===== config.mk =====
export PLATFORM = sky130hd
export DESIGN_NAME = top_uart_tx
export DESIGN_NICKNAME = d
export VERILOG_FILES = /design/src/rtl/top_uart_tx.sv
export SDC_FILE = /design/constraint.sdc
export NUM_CORES = 1
export LEC_CHECK = 0
export BUFFER_PORTS_ARGS = -buffer_cell sky130_fd_sc_hd__buf_2
export CORE_MARGIN = 2
export CORE_UTILIZATION = 56
export DETAILED_ROUTE_END_ITERATION = 16
export PLACE_DENSITY = 0.76
export SLEW_MARGIN = 30
export SYNTH_ARGS = -nofsm -noshare
export SYNTH_HDL_FRONTEND = slang
export SYNTH_SLANG_ARGS = --single-unit

===== constraint.sdc =====
create_clock -name sys_clk -period 1.95 [get_ports sys_clk]
set_input_delay 0.0975 -clock sys_clk [delete_from_list [all_inputs] [get_ports sys_clk]]
set_output_delay 0.0975 -clock sys_clk [all_outputs]
set_load 0.01 [all_outputs]

===== src/rtl/top_uart_tx.sv =====
`default_nettype none
// ============================================================================
// Module   : top_uart_tx
// Purpose  : Free-running UART transmitter. Repeats the message "Hello!\r\n"
//            on txd in 8N1 format, with IDLE_GAP idle-high clocks before
//            each message.
// Revision : 1.0 - initial release
// ============================================================================
module top_uart_tx #(
    parameter int CLK_FREQ  = 50_000_000,
    parameter int BAUD_RATE = 115200,
    parameter int IDLE_GAP  = 1000
) (
    input  logic sys_clk,
    input  logic sys_rst_n,
    output logic txd
);

    // Clocks per bit; derived from the clock and bit rate, must be >= 2.
    localparam int BAUD_DIV = CLK_FREQ / BAUD_RATE;
    localparam int BAUD_W   = $clog2(BAUD_DIV);
    localparam int GAP_W    = $clog2(IDLE_GAP + 1);

    localparam logic [BAUD_W-1:0] BAUD_LAST = BAUD_W'(BAUD_DIV - 1);
    localparam logic [GAP_W-1:0]  GAP_LAST  = GAP_W'(IDLE_GAP - 1);

    typedef enum logic [1:0] {
        S_IDLE  = 2'd0,
        S_START = 2'd1,
        S_DATA  = 2'd2,
        S_STOP  = 2'd3
    } state_t;

    state_t             state_q;
    logic               txd_q;
    logic [2:0]         byte_idx_q;
    logic [2:0]         bit_idx_q;
    logic [BAUD_W-1:0]  baud_cnt_q;
    logic [GAP_W-1:0]   gap_cnt_q;
    logic [7:0]         shift_q;

    // Fixed message ROM: "Hello!\r\n".
    function automatic logic [7:0] rom_byte(input logic [2:0] idx);
        logic [7:0] b;
        case (idx)
            3'd0:    b = 8'h48;
            3'd1:    b = 8'h65;
            3'd2:    b = 8'h6C;
            3'd3:    b = 8'h6C;
            3'd4:    b = 8'h6F;
            3'd5:    b = 8'h21;
            3'd6:    b = 8'h0D;
            default: b = 8'h0A;
        endcase
        return b;
    endfunction

    // Transmit FSM: txd is registered so it only changes on clock edges
    // (or on asynchronous reset assertion, where it is forced high).
    always_ff @(posedge sys_clk or negedge sys_rst_n) begin
        if (!sys_rst_n) begin
            state_q    <= S_IDLE;
            txd_q      <= 1'b1;
            byte_idx_q <= 3'd0;
            bit_idx_q  <= 3'd0;
            baud_cnt_q <= '0;
            gap_cnt_q  <= '0;
            shift_q    <= 8'h00;
        end else begin
            case (state_q)
                S_IDLE: begin
                    txd_q <= 1'b1;
                    // Start bit begins on the edge that ends the last idle clock.
                    if (gap_cnt_q == GAP_LAST) begin
                        gap_cnt_q  <= '0;
                        shift_q    <= rom_byte(byte_idx_q);
                        baud_cnt_q <= '0;
                        txd_q      <= 1'b0;
                        state_q    <= S_START;
                    end else begin
                        gap_cnt_q <= gap_cnt_q + 1'b1;
                    end
                end
                S_START: begin
                    if (baud_cnt_q == BAUD_LAST) begin
                        baud_cnt_q <= '0;
                        bit_idx_q  <= 3'd0;
                        txd_q      <= shift_q[0];
                        state_q    <= S_DATA;
                    end else begin
                        baud_cnt_q <= baud_cnt_q + 1'b1;
                    end
                end
                S_DATA: begin
                    if (baud_cnt_q == BAUD_LAST) begin
                        baud_cnt_q <= '0;
                        if (bit_idx_q == 3'd7) begin
                            txd_q   <= 1'b1;
                            state_q <= S_STOP;
                        end else begin
                            bit_idx_q <= bit_idx_q + 3'd1;
                            txd_q     <= shift_q[bit_idx_q + 3'd1];
                        end
                    end else begin
                        baud_cnt_q <= baud_cnt_q + 1'b1;
                    end
                end
                S_STOP: begin
                    if (baud_cnt_q == BAUD_LAST) begin
                        baud_cnt_q <= '0;
                        if (byte_idx_q == 3'd7) begin
                            // Message complete: wrap and insert the idle gap.
                            byte_idx_q <= 3'd0;
                            gap_cnt_q  <= '0;
                            txd_q      <= 1'b1;
                            state_q    <= S_IDLE;
                        end else begin
                            // Next frame follows back-to-back.
                            byte_idx_q <= byte_idx_q + 3'd1;
                            shift_q    <= rom_byte(byte_idx_q + 3'd1);
                            txd_q      <= 1'b0;
                            state_q    <= S_START;
                        end
                    end else begin
                        baud_cnt_q <= baud_cnt_q + 1'b1;
                    end
                end
                default: begin
                    txd_q   <= 1'b1;
                    state_q <= S_IDLE;
                end
            endcase
        end
    end

    assign txd = txd_q;

endmodule
`default_nettype wire


==> results.toml <==
[logic_synthesis]
yosysWarningCount = 0
library_cell_with_the_highest_instance_count_after_synthesis = "sky130_fd_sc_hd__dfrtp_1"
yosys-top-cells-area = "sky130_fd_sc_hd__dfrtp_1, sky130_fd_sc_hd__ha_1, sky130_fd_sc_hd__o21ai_0"
ys_seq_elements = 34
count_of_distinct_cell_types_in_the_synthesized_netlist = 53
ys.flop_type = "sky130_fd_sc_hd__dfrtp_1"
postSynth.asyncResetShare_pct = 100.0
post_synthesis_net_count = 262
postSynthAreaPerCell_um2 = 9.101
synth.cell_area_mm2 = 0.002230
most_frequent_cells_after_synthesis = "sky130_fd_sc_hd__dfrtp_1, sky130_fd_sc_hd__o21ai_0, sky130_fd_sc_hd__nand2_1"
portion_of_the_post_synthesis_area_used_by_sequential_elements_pct = 38.22
yosysTopAreaCell = "sky130_fd_sc_hd__dfrtp_1"
netlist_instances = 245
synth_edf_count = 0
synth_top_area_share_pct = 37.04

[grt]
grt_first_pass_wirelength_mm = 8.438
antenna_found_initial = 0
grt_pass1_vias = 1855
grt_max_degree = 35
global_route.usage.total_pct = 25.27
globalRoute.totalOverflow = 0

[worst_setup_path]
cp_num_buf_inv = 1
cpMaxStageDelayCell = "sky130_fd_sc_hd__or4b_4"
crit_path_max_incr_delay_ps = 570
regToRegEndpoint = "state_q[1]$_DFFE_PN0P_"
type_of_element_launching_the_critical_path = "register"
crit_family = "simple AND/OR/NAND/NOR gates"
reg2reg_slack_ps = 8
worstRegToRegCells = 6
worst_r2r_src = "baud_cnt_q[2]$_DFFE_PN0P_"
crit_path_max_fanout = 4
worstPathRequired_ps = 2130
worst_setup_path_startpoint = "baud_cnt_q[2]$_DFFE_PN0P_"
worstPathCellList = "or4b_4, nor2_4, buf_4, nand2_1, a21oi_2, mux2_4"
worst_ep_arrival_time_ps = 2120
crit_path_end_kind = "register"
worstSetupPathType = "reg2reg"

[cts]
cts_root_buf = "sky130_fd_sc_hd__clkbuf_8"
cts_buffer_depth = 2
cts_tree = "yes"
cts.reportedPaths.clkPinSlew_ps = 70
clock_sinks = 34
cts_inserted_buffers = 5
cts.htree.levels = 2
worstSkewPairLatency_ps = 290

[die]
chipHeight_um = 67.10
num_rows = 22
initial_util_pct = 59.56
fp.coreArea_mm2 = 0.003744
floorplan.die_area_mm2 = 0.004502
die_wd_um = 67.10
number_of_top_level_design_ports = 3

[detailed_routing]
first_iter_violations = 161
total_via_count_after_detailed_routing = 1954
antenna_violating_nets_post_route = 0
post-route-drc-count = 0
drt-wirelength-per-cell_um = 15.56
firstDrtPassIters = 4
drt-total-wl_mm = 5.135
drt-vias-per-instance = 5.921

[power_and_ir_drop]
peakVddDrop_mv = 0.5144
power_leakage_nw = 1.231
power.density_cell_area_mw_per_mm2 = 469.3

[timing]
setup_repair_after_global_routing_missed_its_margin = "yes"
skew_ps = 5.248
timing.final.crit_share_pct = 99.61
fin_worst_hold_slack_ps = 424.6
slew_violations = 0
slew_headroom_pct = 48.34
worst_pin_slew_ps = 775.0
period_minus_slack_ps = 1942
timing.fmax_mhz = 514.8
setup_viol = 0
final_hold_viol_count = 0

[placement]
port-buffer-count = 2
routabilityCongestion = 0.8207
placedCellCount = 315
dpl.hpwl_mm = 3.436

[layout]
antennaDiodeCount = 0
finish.utilization_pct = 71.93
filler_cell_count = 288
areaGrowthSynthToFinish_pct = 20.76
instances_no_fill = 330
fraction_of_final_layout_cells_with_drive_strength_greater_than_1_pct = 28.72
design.final.nets = 298
multi_input_comb_area_mm2 = 0.001363
register_area_um2 = 858.3

[outcome]
status = "finished clean"

[run]
maxCapViolCount = 0

[hold_path]
worstHoldPathType = "in2async"
[layout make-up]
cell class | instances | area share, %
inverters | 11 | 1.673
multi-input cells | 192 | 50.60
clock inverters | 1 | 0.1859
flip-flops and latches | 34 | 31.88
repair buffers | 37 | 10.22
well taps | 48 | 2.230
clock buffers | 7 | 3.206
[sequential cells by signal, summed over array words and instances, names as in the netlist]
signal	count
baud_cnt_q	9
shift_q	6
txd	1
gap_cnt_q	10
state_q	2
byte_idx_q	3
bit_idx_q	3
[per-layer routing]
metal	vias up	wire length, µm	global-route usage, %
li1	957	-	-
met1	941	2292	31.29
met2	43	2535	42.45
met5	-	0	0
met4	0	153	9.949
met3	13	154	5.912
[through the flow]
step	setup WS (ps)	total power [mW]	area, µm²	setup TNS, ps
3_3_place_gp	33.51	0.7333	2480	0
4_1_cts	2.394	1.273	2611	0
2_1_floorplan	20.90	0.7186	2238	0
6_report	7.676	1.264	2693	0
5_1_grt	-46.65	1.309	2693	-277.6
3_5_place_dp	-69.44	0.7341	2480	-100.9
[worst max path at each step]
stage,end,slack [ps],cells after the start
floorplan,shift_q[0]$_DFFE_PN0P_,20,5
global placement,gap_cnt_q[8]$_DFFE_PN0P_,30,5
detailed placement,txd$_DFFE_PN1P_,-70,6
CTS,shift_q[2]$_DFFE_PN0P_,2,7
global route,state_q[1]$_DFFE_PN0P_,-50,6
finish,state_q[1]$_DFFE_PN0P_,8,6
[cells by family after synthesis]
group / share of synthesized area, %
simple gates: 21.44
flops: 38.22
buf+inv: 3.536
mux: 7.407
xor+xnor: 2.357
fa+ha+maj: 8.418
compound gates: 18.63
[cell usage in the layout, fill, tap and decap left out, types with 3 or more instances in the layout]
master and n:
sky130_fd_sc_hd__a22o_1 4, sky130_fd_sc_hd__nand3_1 11, sky130_fd_sc_hd__inv_1 10, sky130_fd_sc_hd__buf_4 34
sky130_fd_sc_hd__dfrtp_1 28, sky130_fd_sc_hd__o31ai_1 3, sky130_fd_sc_hd__o21ai_0 26, sky130_fd_sc_hd__nand2b_1 3
sky130_fd_sc_hd__and3_1 6, sky130_fd_sc_hd__a31oi_1 3, sky130_fd_sc_hd__a21oi_1 6, sky130_fd_sc_hd__clkbuf_8 6
sky130_fd_sc_hd__ha_1 13, sky130_fd_sc_hd__dfrtp_2 5, sky130_fd_sc_hd__mux2i_1 3, sky130_fd_sc_hd__or3_1 3
sky130_fd_sc_hd__nand2_1 24, sky130_fd_sc_hd__nor2_1 22, sky130_fd_sc_hd__xnor2_1 5, sky130_fd_sc_hd__mux2_2 8
[what timing repair did]
item | 4_1_cts | 5_1_grt
setup buffers | 1 | 5
resized for setup | 4 | 14
endpoints found under the hold margin | 33 | 0
gates cloned | 0 | 0
hold buffers | 1 | 0
pin swaps | 5 | 7
endpoints found under the setup margin | 8 | 19
[power breakdown]
part | switching, mW | leakage (nW) | internal (mW)
clock | 0.258 | 0.0482 | 0.285
combinational | 0.0137 | 0.734 | 0.00200
sequential | 0 | 0.449 | 0.705
total | 0.272 | 1.23 | 0.992
(Power assumes the default switching activity.)
